==> config.mk <==
export PLATFORM = sky130hd
export DESIGN_NAME = correlator_config_ctrl_flat
export DESIGN_NICKNAME = d
export VERILOG_FILES = /design/src/rtl/correlator_config_ctrl_if.sv /design/src/rtl/correlator_config_ctrl.sv /design/src/flat_wrapper.sv
export SDC_FILE = /design/constraint.sdc
export NUM_CORES = 1
export LEC_CHECK = 0
export CORE_ASPECT_RATIO = 1.5
export CORE_MARGIN = 8
export CORE_UTILIZATION = 55
export DETAILED_ROUTE_END_ITERATION = 7
export GPL_ROUTABILITY_DRIVEN = 0
export PLACE_DENSITY = 0.89
export SYNTH_ARGS = -nofsm -noshare
export SYNTH_HDL_FRONTEND = slang
export SYNTH_SLANG_ARGS = --single-unit
==> constraint.sdc <==
create_clock -name clk -period 2.8 [get_ports clk]
set_input_delay 0.56 -clock clk [delete_from_list [all_inputs] [get_ports clk]]
set_output_delay 0.56 -clock clk [all_outputs]
set_load 0.01 [all_outputs]
==> src/rtl/correlator_config_ctrl_if.sv <==
// Received-byte stream from the UART receiver into the correlator
// configuration controller.
interface correlator_config_ctrl_if;
    logic [7:0] rx_data;
    logic       rx_valid;

    modport master (
        output rx_data,
        output rx_valid
    );

    modport slave (
        input rx_data,
        input rx_valid
    );
endinterface

==> src/rtl/correlator_config_ctrl.sv <==
// Byte-command decoder with shadow configuration registers that are
// applied to the live registers at an integration boundary.
module correlator_config_ctrl #(
    parameter logic [63:0] INITIAL_ACTIVE_LINE              = 64'd0,
    parameter logic [63:0] INITIAL_SAMPLE_TIME              = 64'd20,
    parameter logic [63:0] INITIAL_INTEGRATION_TIME         = 64'd20000,
    parameter logic        INITIAL_TRANSMIT_ENABLE          = 1'b0,
    parameter logic        INITIAL_SAMPLE_CLOCK_ENABLE      = 1'b0,
    parameter logic        INITIAL_INTEGRATION_CLOCK_ENABLE = 1'b0
) (
    input  logic                      clk,
    input  logic                      rst_n,
    correlator_config_ctrl_if.slave   rx,
    input  logic                      integration_clk_pulse_i,
    output logic [63:0]               sample_time_o,
    output logic [63:0]               integration_time_o,
    output logic [63:0]               active_line_o,
    output logic                      transmit_enable_o,
    output logic                      sample_clock_enable_o,
    output logic                      integration_clock_enable_o,
    output logic                      dump_o,
    output logic                      reset_correlator_o,
    output logic                      commit_pending_o,
    output logic                      cmd_error_o
);

    typedef enum logic [1:0] {
        IDLE,
        PENDING,
        APPLY
    } state_e;

    state_e      state_q;

    logic [63:0] sh_int_q, sh_int_d;
    logic [63:0] sh_smp_q, sh_smp_d;
    logic [63:0] sh_line_q, sh_line_d;
    logic        sh_tx_en_q, sh_tx_en_d;
    logic        sh_int_en_q, sh_int_en_d;
    logic        sh_smp_en_q, sh_smp_en_d;
    logic [4:0]  ridx_q, ridx_d;
    logic        err_q, err_d;
    logic        commit_req;

    logic [63:0] live_int_q, live_smp_q, live_line_q;
    logic        live_tx_en_q, live_int_en_q, live_smp_en_q;
    logic        dump_q, rc_q, pend_q;

    logic [3:0]  op;
    logic [3:0]  pl;
    logic [5:0]  nib;

    assign op  = rx.rx_data[3:0];
    assign pl  = rx.rx_data[7:4];
    assign nib = {ridx_q[3:0], 2'b00};

    always_comb begin
        sh_int_d    = sh_int_q;
        sh_smp_d    = sh_smp_q;
        sh_line_d   = sh_line_q;
        sh_tx_en_d  = sh_tx_en_q;
        sh_int_en_d = sh_int_en_q;
        sh_smp_en_d = sh_smp_en_q;
        ridx_d      = ridx_q;
        err_d       = err_q;
        commit_req  = 1'b0;
        if (rx.rx_valid) begin
            case (op)
                4'd0: begin
                    ridx_d = 5'd0;
                    err_d  = 1'b0;
                    case (pl)
                        4'd1:  sh_int_d  = INITIAL_INTEGRATION_TIME;
                        4'd2:  sh_smp_d  = INITIAL_SAMPLE_TIME;
                        4'd3:  sh_line_d = INITIAL_ACTIVE_LINE;
                        4'd12: begin
                            sh_tx_en_d  = INITIAL_TRANSMIT_ENABLE;
                            sh_int_en_d = INITIAL_INTEGRATION_CLOCK_ENABLE;
                            sh_smp_en_d = INITIAL_SAMPLE_CLOCK_ENABLE;
                        end
                        default: ;
                    endcase
                end
                4'd1, 4'd2, 4'd3: begin
                    // ridx[4] set means all sixteen nibbles are used up
                    if (ridx_q[4]) begin
                        err_d = 1'b1;
                    end else begin
                        if (op == 4'd1) sh_int_d[nib +: 4]  = pl;
                        if (op == 4'd2) sh_smp_d[nib +: 4]  = pl;
                        if (op == 4'd3) sh_line_d[nib +: 4] = pl;
                        ridx_d = ridx_q + 5'd1;
                    end
                end
                4'd12: begin
                    sh_tx_en_d  = rx.rx_data[6];
                    sh_int_en_d = rx.rx_data[5];
                    sh_smp_en_d = rx.rx_data[4];
                end
                4'd13: begin
                    if (state_q == IDLE) begin
                        if (sh_smp_q == 64'd0 || sh_int_q == 64'd0) begin
                            err_d = 1'b1;
                        end else begin
                            ridx_d     = 5'd0;
                            commit_req = 1'b1;
                        end
                    end
                end
                default: ;
            endcase
        end
    end

    always_ff @(posedge clk or negedge rst_n) begin
        if (!rst_n) begin
            state_q       <= IDLE;
            sh_int_q      <= INITIAL_INTEGRATION_TIME;
            sh_smp_q      <= INITIAL_SAMPLE_TIME;
            sh_line_q     <= INITIAL_ACTIVE_LINE;
            sh_tx_en_q    <= INITIAL_TRANSMIT_ENABLE;
            sh_int_en_q   <= INITIAL_INTEGRATION_CLOCK_ENABLE;
            sh_smp_en_q   <= INITIAL_SAMPLE_CLOCK_ENABLE;
            ridx_q        <= 5'd0;
            err_q         <= 1'b0;
            live_int_q    <= INITIAL_INTEGRATION_TIME;
            live_smp_q    <= INITIAL_SAMPLE_TIME;
            live_line_q   <= INITIAL_ACTIVE_LINE;
            live_tx_en_q  <= INITIAL_TRANSMIT_ENABLE;
            live_int_en_q <= INITIAL_INTEGRATION_CLOCK_ENABLE;
            live_smp_en_q <= INITIAL_SAMPLE_CLOCK_ENABLE;
            dump_q        <= 1'b0;
            rc_q          <= 1'b0;
            pend_q        <= 1'b0;
        end else begin
            sh_int_q    <= sh_int_d;
            sh_smp_q    <= sh_smp_d;
            sh_line_q   <= sh_line_d;
            sh_tx_en_q  <= sh_tx_en_d;
            sh_int_en_q <= sh_int_en_d;
            sh_smp_en_q <= sh_smp_en_d;
            ridx_q      <= ridx_d;
            err_q       <= err_d;
            dump_q      <= integration_clk_pulse_i;
            // an apply right after a boundary shares the boundary's strobe
            rc_q        <= integration_clk_pulse_i |
                           ((state_q == APPLY) & ~rc_q);
            case (state_q)
                IDLE: begin
                    if (commit_req) begin
                        state_q <= live_int_en_q ? PENDING : APPLY;
                        pend_q  <= live_int_en_q;
                    end
                end
                PENDING: begin
                    if (integration_clk_pulse_i) begin
                        state_q <= APPLY;
                        pend_q  <= 1'b0;
                    end
                end
                APPLY: begin
                    live_int_q    <= sh_int_q;
                    live_smp_q    <= sh_smp_q;
                    live_line_q   <= sh_line_q;
                    live_tx_en_q  <= sh_tx_en_q;
                    live_int_en_q <= sh_int_en_q;
                    live_smp_en_q <= sh_smp_en_q;
                    state_q       <= IDLE;
                    pend_q        <= 1'b0;
                end
                default: begin
                    state_q <= IDLE;
                    pend_q  <= 1'b0;
                end
            endcase
        end
    end

    assign sample_time_o              = live_smp_q;
    assign integration_time_o         = live_int_q;
    assign active_line_o              = live_line_q;
    assign transmit_enable_o          = live_tx_en_q;
    assign sample_clock_enable_o      = live_smp_en_q;
    assign integration_clock_enable_o = live_int_en_q;
    assign dump_o                     = dump_q;
    assign reset_correlator_o         = rc_q;
    assign commit_pending_o           = pend_q;
    assign cmd_error_o                = err_q;

endmodule

==> src/flat_wrapper.sv <==
// flat-port wrapper written by rule: the top's interface ports become plain ports
module correlator_config_ctrl_flat 
#(
    parameter logic [63:0] INITIAL_ACTIVE_LINE              = 64'd0,
    parameter logic [63:0] INITIAL_SAMPLE_TIME              = 64'd20,
    parameter logic [63:0] INITIAL_INTEGRATION_TIME         = 64'd20000,
    parameter logic        INITIAL_TRANSMIT_ENABLE          = 1'b0,
    parameter logic        INITIAL_SAMPLE_CLOCK_ENABLE      = 1'b0,
    parameter logic        INITIAL_INTEGRATION_CLOCK_ENABLE = 1'b0
)
  (clk, rst_n, integration_clk_pulse_i, sample_time_o, integration_time_o, active_line_o, transmit_enable_o, sample_clock_enable_o, integration_clock_enable_o, dump_o, reset_correlator_o, commit_pending_o, cmd_error_o, rx_rx_data, rx_rx_valid);
  correlator_config_ctrl_if rx_i ();
  input  logic clk;
  input  logic rst_n;
  input  logic integration_clk_pulse_i;
  output logic [63:0] sample_time_o;
  output logic [63:0] integration_time_o;
  output logic [63:0] active_line_o;
  output logic transmit_enable_o;
  output logic sample_clock_enable_o;
  output logic integration_clock_enable_o;
  output logic dump_o;
  output logic reset_correlator_o;
  output logic commit_pending_o;
  output logic cmd_error_o;
  input wire logic [$bits(rx_i.rx_data)-1:0] rx_rx_data;
  input wire logic [$bits(rx_i.rx_valid)-1:0] rx_rx_valid;
  assign rx_i.rx_data = rx_rx_data;
  assign rx_i.rx_valid = rx_rx_valid;
  correlator_config_ctrl #(.INITIAL_ACTIVE_LINE(INITIAL_ACTIVE_LINE), .INITIAL_SAMPLE_TIME(INITIAL_SAMPLE_TIME), .INITIAL_INTEGRATION_TIME(INITIAL_INTEGRATION_TIME), .INITIAL_TRANSMIT_ENABLE(INITIAL_TRANSMIT_ENABLE), .INITIAL_SAMPLE_CLOCK_ENABLE(INITIAL_SAMPLE_CLOCK_ENABLE), .INITIAL_INTEGRATION_CLOCK_ENABLE(INITIAL_INTEGRATION_CLOCK_ENABLE)) u_core (.clk(clk), .rst_n(rst_n), .rx(rx_i), .integration_clk_pulse_i(integration_clk_pulse_i), .sample_time_o(sample_time_o), .integration_time_o(integration_time_o), .active_line_o(active_line_o), .transmit_enable_o(transmit_enable_o), .sample_clock_enable_o(sample_clock_enable_o), .integration_clock_enable_o(integration_clock_enable_o), .dump_o(dump_o), .reset_correlator_o(reset_correlator_o), .commit_pending_o(commit_pending_o), .cmd_error_o(cmd_error_o));
endmodule
==> impl_summary.md, run 1 <==
Final layout
The area growth from synthesis to layout is 26.6%. The net count of the finished layout is 1421. Once layout is complete, the utilization of the core stands at 70.2%.

The non-filler instance count after layout is 1822. Of the cells placed in the final design, the portion with a size suffix greater than 1 is 23.7%.

Drt
The via total after detailed routing is 11400. In this run, the number of DRC markers left after iteration 0 of detailed routing was 1115. After detailed routing, the average wire length per cell comes to 24.8 um. The detail route stage leaves a number of antenna-violating nets equal to 0. The detailed-route vias per instance is 6.27. The post-route DRC violation count is 0. The pre-antenna-repair detailed-routing pass consisted of 8 iterations. The routed design has 45200 um of wire.

Clocking
The CTS buffer count is 35. TritonCTS built the clock tree. For the worst-skew pair, the clock arrives at the later sink with an insertion delay of 540 ps. The count of cells resized by post-cts repair is 0.

The CTS root buffer is clkbuf_16. The number of H-tree branching levels is 2. The clock drives 400 sinks. The CTS clock-pin slew for the worst setup and hold paths is 70 ps.

The longest clock path from root to sink contains 3 buffers.

Synth
The proportion of netlist area held by the largest area contributor is 60.8%. Counting every net in the synthesized netlist gives 1173. Yosys printed 0 warnings. Synthesis inferred 400 register bits.

Synthesis instantiated 60 different standard cells from the library. The dominant cell type by area after synthesis is dfrtp_1. Yosys mapped a number of flops with a built-in enable equal to 0. The sequential cell area fraction in the yosys report is 63.1%. The dominant register cell in the synthesized netlist is dfrtp_1.

The synthesized netlist occupies a cell area of 15900 um^2. Sorting the synthesized cells by area gives the leading types as dfrtp_1, mux2_2, o2bb2ai_1, dfstp_2, a32o_1. The per-instance average area after synthesis is 13.7 um^2. The cell count after synthesis is 1157. Of all flip-flops after synthesis, the portion carrying an async set or reset was 100%.

STA
The final setup violation count is 0. The smallest clock period supported by the final layout is computed as 2540 ps. Setup repair after global routing left no endpoint under its margin.

The worst max-slew margin expressed relative to the limit is 47.1%. For the pin with the worst max-slew slack, the measured transition is 794 ps. The number of max-slew violations in the final report was 0. The clock arrives with 21.1 ps of skew. The total count of hold-check failures in the final report is 0. For the final routed database, the setup TNS stands at 0 ps. Timing would allow up to 394 MHz. In the finished design, the share of the clock period the worst path needs comes to 90.7%.

Floorplanning
In this run the core area contains 76 standard-cell rows. Once the floorplan was initialized, standard cells occupied 55.5% of the core. The placeable core region is 28600 um^2. The die covers 34700 um^2. The die is 155 um wide. The die boundary height is 224 um.

211 I/O pins were placed.

GRT
The met1 global-route usage is 31.0%. The most used routing layer in global routing is met2. The met3 usage is 5.17%. The global-route usage over all layers is 26.3%. The number of antenna violations at the first check in global routing was 1. The leftover overflow at the end of global routing is 0.

The number of global-route vias before repair was 12000. The wire length of the first global-routing pass is 70400 um. In the global route stage, met2 resource usage came out at 43.8%. The maximum number of pins on one net before global-route repair is 84.

Setup path
The critical path launch point type is a flip-flop. The number of buffers and inverters on the critical path is 1. The critical path goes through inv_1 -> ha_1 -> or3b_2 -> o41a_1 -> and2b_1 -> o21ai_0 -> o2bb2ai_1.

Among cell families on the critical path, the largest total delay comes from simple AND/OR/NAND/NOR gates. Along the worst path, the maximum fanout reaches 11. The largest single stage delay on the critical path is 550 ps. For the worst setup path, the data required time is 3230 ps. The data arrival time at the worst-slack endpoint is 2970 ps. The classification of the worst setup path is reg -> reg. The standard cell with the maximum stage delay on the critical path is or3b_2. The endpoint kind of the worst setup timing path is a flip-flop.

Run status
The flow ran to the end, and the final reports show no timing, DRC or antenna violations.

Run
Max-cap violations in this run came to 0.

Hold path
In this run the worst hold path is classified as reg -> reg.

Power and ir drop
For this design the static power due to leakage is 9.10 nW. The worst IR drop on VDD is 444 uV. Power spread over the standard cell area amounts to 639 nW/um^2.

Placement
The count of buffers added on input and output ports is 210. The placed wire-length estimate is 31000 um. The post-placement cell count is 1757.
[layer usage]
layer | routed length [um] | vias up
met5 | 0 | -
met4 | 2850 | 0
met3 | 3210 | 174
met2 | 22700 | 574
met1 | 16400 | 5823
li1 | - | 4862
[path summary, 6_finish.rpt]
path / cells past startpoint / to / slack [ps] / startpoint
max reg2reg: 7 / u_core.sh_line_q[30] / 260 / u_core.ridx_q[0]
min: 1 / u_core.reset_correlator_o / 480 / u_core.reset_correlator_o
max in group asynchronous: 4 / u_core.integration_time_o[12] / 1350 / rst_n
max: 7 / u_core.sh_line_q[30] / 260 / u_core.ridx_q[0]
min in group asynchronous: 2 / u_core.sample_time_o[63] / 580 / rst_n
min reg2reg: 1 / u_core.reset_correlator_o / 480 / u_core.reset_correlator_o
[cells in the mapped netlist (3+ instances only)]
library cell,number
a21oi_1,5
and2_1,9
a41oi_1,4
a31oi_1,4
o211ai_1,4
o2bb2ai_1,148
nor4_1,37
nand4_1,8
ha_1,4
mux2_2,187
dfstp_2,14
and3_1,4
nor2_1,10
o21ai_0,37
dfrtp_1,386
nand2b_1,6
buf_1,5
buf_4,8
nor2b_1,4
o21ai_1,28
nand2_1,76
a21boi_1,3
nand3_1,6
a22o_1,4
nor3_1,5
a211oi_1,3
buf_2,15
inv_1,16
o22a_1,3
a32oi_1,4
clkbuf_1,40
a32o_1,32
[kinds of logic (layout without fill, tap and decap cells)]
| group | Yosys count | after routing | share of synthesized area (%) |
|---|---|---|---|
| and+or+nand+nor | 186 | 186 | 6.26 |
| muxes | 187 | 187 | 13.3 |
| buffers and inverters | 85 | 359 | 2.36 |
| other | 0 | 1 | 0 |
| xor gates and xnor gates | 1 | 1 | 0.0551 |
| DFF | 400 | 400 | 63.1 |
| AOI/OAI and AO/OA | 294 | 294 | 14.6 |
| adders and majority gates | 4 | 4 | 0.315 |
[stage by stage]
stage               instance area [um^2]  power [mW]  hold WS, ps  setup slack [ps]
CTS                                20100        12.9          479               292
floorplan                          15900        6.97          264               418
detailed placement                 18900        7.72          470              47.0
finish                             20100        12.8          480               259
global route                       20100        13.2          507               113
global placement                   18900        7.67          444              61.0
[repair_timing]
item	4_1_cts	5_1_grt
hold buffers	1	0
endpoints found under the hold margin	7	0
buffers inserted	0	0
[flip-flops by register name, summed over array words and instances (netlist names), 2 cells and up]
register / flops
u_core.integration_time_o: 64
u_core.sh_int_q: 64
u_core.ridx_q: 5
u_core.sh_smp_q: 64
u_core.active_line_o: 64
u_core.sh_line_q: 64
u_core.state_q: 2
u_core.sample_time_o: 64
[report_power, final]
group,internal (mW),total (mW),switching (mW)
combinational,0.587,1.50,0.913
sequential,6.00,6.15,0.151
clock,3.04,5.20,2.16
total,9.62,12.8,3.23
[cell type report]
class / instances / area, um^2
antenna: 1 / 2.50
tap: 390 / 488
inverter: 16 / 60.1
clock buffer: 51 / 1030
timing repair buffer: 280 / 2790
clock inverter: 12 / 209
sequential: 400 / 10000
multi-input combinational: 672 / 5510
fill: 1826 / 8520
[cells in the final DEF (no fill, tap or decap), types with 3 or more instances in the layout]
| master | instances |
|---|---|
| nor3_2 | 3 |
| clkbuf_1 | 8 |
| clkbuf_8 | 7 |
| bufinv_16 | 5 |
| nor4_1 | 37 |
| nand3_1 | 6 |
| buf_4 | 57 |
| nor2_1 | 10 |
| a211oi_1 | 3 |
| ha_1 | 4 |
| a21oi_1 | 5 |
| o211ai_1 | 4 |
| a32oi_1 | 4 |
| inv_1 | 16 |
| dfstp_2 | 14 |
| o22a_1 | 3 |
| a21boi_1 | 3 |
| nand2_1 | 75 |
| a32o_1 | 32 |
| nor3_1 | 4 |
| buf_12 | 12 |
| o21ai_1 | 27 |
| clkbuf_16 | 36 |
| nand4_1 | 8 |
| o2bb2ai_1 | 148 |
| and2_1 | 9 |
| nor2b_1 | 4 |
| o21ai_0 | 37 |
| a22o_1 | 4 |
| a31oi_1 | 4 |
| a41oi_1 | 4 |
| dfrtp_1 | 386 |
| clkdlybuf4s50_1 | 209 |
| mux2_2 | 187 |
| nand2b_1 | 6 |
| and3_1 | 4 |
Power figures use the tool's default switching activity.
==> run 2, diff against run 1 <==
--- a/config.mk
+++ b/config.mk
@@ -5,12 +5,15 @@
 export SDC_FILE = /design/constraint.sdc
 export NUM_CORES = 1
 export LEC_CHECK = 0
+export CELL_PAD_IN_SITES_DETAIL_PLACEMENT = 2
+export CELL_PAD_IN_SITES_GLOBAL_PLACEMENT = 2
 export CORE_ASPECT_RATIO = 1.5
 export CORE_MARGIN = 8
-export CORE_UTILIZATION = 55
+export CORE_UTILIZATION = 38
 export DETAILED_ROUTE_END_ITERATION = 7
 export GPL_ROUTABILITY_DRIVEN = 0
-export PLACE_DENSITY = 0.89
+export PLACE_DENSITY = 0.88
+export RECOVER_POWER = 25
 export SYNTH_ARGS = -nofsm -noshare
 export SYNTH_HDL_FRONTEND = slang
 export SYNTH_SLANG_ARGS = --single-unit
==> run 2 against run 1 <==
Effect of this change:
- the flow now finishes with violations (max-capacitance violations, max-slew violations)
- critical path depth unchanged
- register-to-register slack got worse by 180 ps
- wire length is 34% higher
- die area is 41% higher
- non-clock buffer count rose by 12
- fmax is 6.4% lower
- flip-flop and latch count stayed put
- clock power up 5.8%
- utilization decreased by 21 points
- critical path type unchanged
- critical endpoint is now u_core.sh_line_q[53]
- largest power group unchanged
==> impl_summary.md, run 2 (synthesis gave the netlist of run 1 again) <==
STA
The pin slew with the least headroom to its limit is 1800 ps. Headroom to the max-slew limit came out at -20.3%. The total count of hold-check failures in the final report is 0. The final hold slack is 461 ps. The number of max-slew violations in the final report is 62. For this run, the top clock speed supported by timing is 368 MHz.

The final setup violation count is 0. The clock skew after layout is 23.0 ps. The share of the clock period used by the worst path is 97.0%. After routing, the total negative slack on setup checks comes to 0 ps. The clock period minus worst slack is 2720 ps.

Run
Max-cap violations in this run came to 1.

Setup path
In this design, the critical path's most frequently occurring cell is o21ai_0. STA classifies the critical path endpoint as a flip-flop. The signal on the critical path passes through inv_1 -> ha_1 -> nand2b_1 -> o21ai_0 -> and3_1 -> o21ai_0 -> a32o_1.

The largest incremental delay on the critical path is 490 ps. The classification of the worst setup path is reg -> reg. Data on the critical path is required at its endpoint by 3230 ps. The critical path launch point type is a flip-flop. The maximum fanout encountered on the critical timing path is 11. Data arrives at the worst endpoint at 3140 ps. The standard cell with the maximum stage delay on the critical path is and3_1.

Drt
The routed design has 60500 um of wire. The antenna violation net count after detailed routing is 0. Before antenna repair, the detailed router went through 4 iterations. After detailed routing, the number of remaining DRC violations is 0. The via total after detailed routing is 11700.

The iteration-0 DRC count of the detailed router is 623. The routed length per instance is 30.1 um. Using the TritonRoute via totals, the vias-per-cell ratio works out to 5.80.

Final layout
The top cell types in the final layout, fill and taps aside, are dfrtp_1, clkdlybuf4s50_1, mux2_2. The final layout contains 1437 nets. The proportion of layout cells with a drive suffix above 1 is 24.3%. The area added between synthesis and finish is 28.5%. The layout has 3976 filler cells. The library cell used most frequently in the layout, excluding fill and tap cells, is dfrtp_1. The count of cells in the finished layout, fillers not included, comes to 2013.

Floorplanning
The floorplan has 92 rows. The total area inside the core boundary comes to 41700 um^2. The effective utilization at floorplan is 38.1%. In this run the vertical extent of the chip is 266 um.

The I/O pin total is 211. The die width is 183 um. The die covers 48700 um^2.

Power and ir drop
The analysis attributes to net switching a power of 3.55 mW. The combinational group share of total power is 12.4%. The worst-case IR drop observed on VDD is 392 uV. Net switching is 26.6% of the power.

The total power consumption of the routed design is 13.3 mW. The total power divided by cell area is 654 nW/um^2. The share of total power dissipated in the clock network is 41.2%. For this design the static power due to leakage is 9.16 nW.

The internal power contribution is 9.80 mW. Per report_power, the sequential group accounts for 46.4% of the total.

Clocking
Counting along the longest clock path gives a buffer depth of 3. The number of buffers inserted to repair setup after CTS is 0. TritonCTS created 39 clock buffers.

The number of H-tree branching levels is 2. The clock latency on the worst-skew pair is 550 ps. The clock sink count is 400. The CTS root buffer is clkbuf_16.

Clock-pin slew was measured on the worst setup and hold paths at 60 ps. The clock tree from TritonCTS is built.

Run status
The run finished, with violations left. The checks that failed: max-capacitance violations, max-slew violations.

GRT
The leftover overflow at the end of global routing is 0. The wire length of the first global-routing pass is 92100 um. The number of global-route vias before repair is 13800. In the global route stage, overall resource usage came out at 24.9%.

The number of antenna violations at the first check in global routing is 3. The maximum number of pins on one net before global-route repair is 74.

Placement
Detailed placement ended at an HPWL of 41700 um. Including well taps, the total number of placed cells is 1943. The count of input and output buffers is 210.

Hold path
In this run the worst hold path is classified as reg -> reg.
run 2: power groups by stage:
stage / logic (mW) / registers, mW / clock network (mW)
finish: 1.66 / 6.20 / 5.50
global route: 1.76 / 6.21 / 5.78
CTS: 1.66 / 6.19 / 5.60
detailed placement: 1.62 / 6.29 / 0
global placement: 1.53 / 6.26 / 0
floorplan: 0.716 / 6.26 / 0
run 2: layer usage:
metal | up-vias | wire length, um | track usage, %
li1 | 4875 | - | -
met1 | 6228 | 22000 | 26.8
met2 | 384 | 32500 | 45.6
met3 | 185 | 2760 | 4.39
met4 | 0 | 3310 | 13.3
met5 | - | 0 | 0
run 2: path summary, 6_finish.rpt:
kind / depth (start not counted) / slack, ps / endpoint / startpoint
hold / removal: 1 / 460 / u_core.reset_correlator_o / u_core.reset_correlator_o
hold reg to reg: 1 / 460 / u_core.reset_correlator_o / u_core.reset_correlator_o
setup / recovery: 7 / 80 / u_core.sh_line_q[53] / u_core.ridx_q[0]
min in group asynchronous: 2 / 1030 / u_core.sh_int_q[40] / rst_n
setup reg to reg: 7 / 80 / u_core.sh_line_q[53] / u_core.ridx_q[0]
max in group asynchronous: 4 / 290 / u_core.integration_time_o[31] / rst_n
run 2: layout make-up:
type	instances	area (um^2)	share of cell area, %
inverter	16	60.1	0.294
antenna	3	7.51	0.0368
timing repair buffer	292	2800	13.7
multi-input combinational	672	5510	27.0
clock buffer	56	1140	5.60
clock inverter	10	158	0.772
sequential	400	10000	49.1
tap	564	706	3.46
run 2: per-stage QoR:
stage	utilization (%)	cell area (um^2)	worst slack, ps
after floorplan	-	15900	418
after global placement	46.0	19200	165
after detailed placement	46.0	19200	-93.8
after CTS	49.1	20500	125
after global routing	49.0	20400	-27.1
final	49.0	20400	84.1
run 2: critical path: cells and delay by family, from the launching register on:
kind / cells / cell delay [ps]
compound gates: 3 / 980
fa+ha+maj: 1 / 430
buf+inv: 1 / 140
flops: 1 / 380
simple gates: 2 / 660
run 2: what timing repair did:
action	4_1_cts	5_1_grt
gates resized for setup	0	0
endpoints found under the hold margin	34	0
hold buffers	1	0
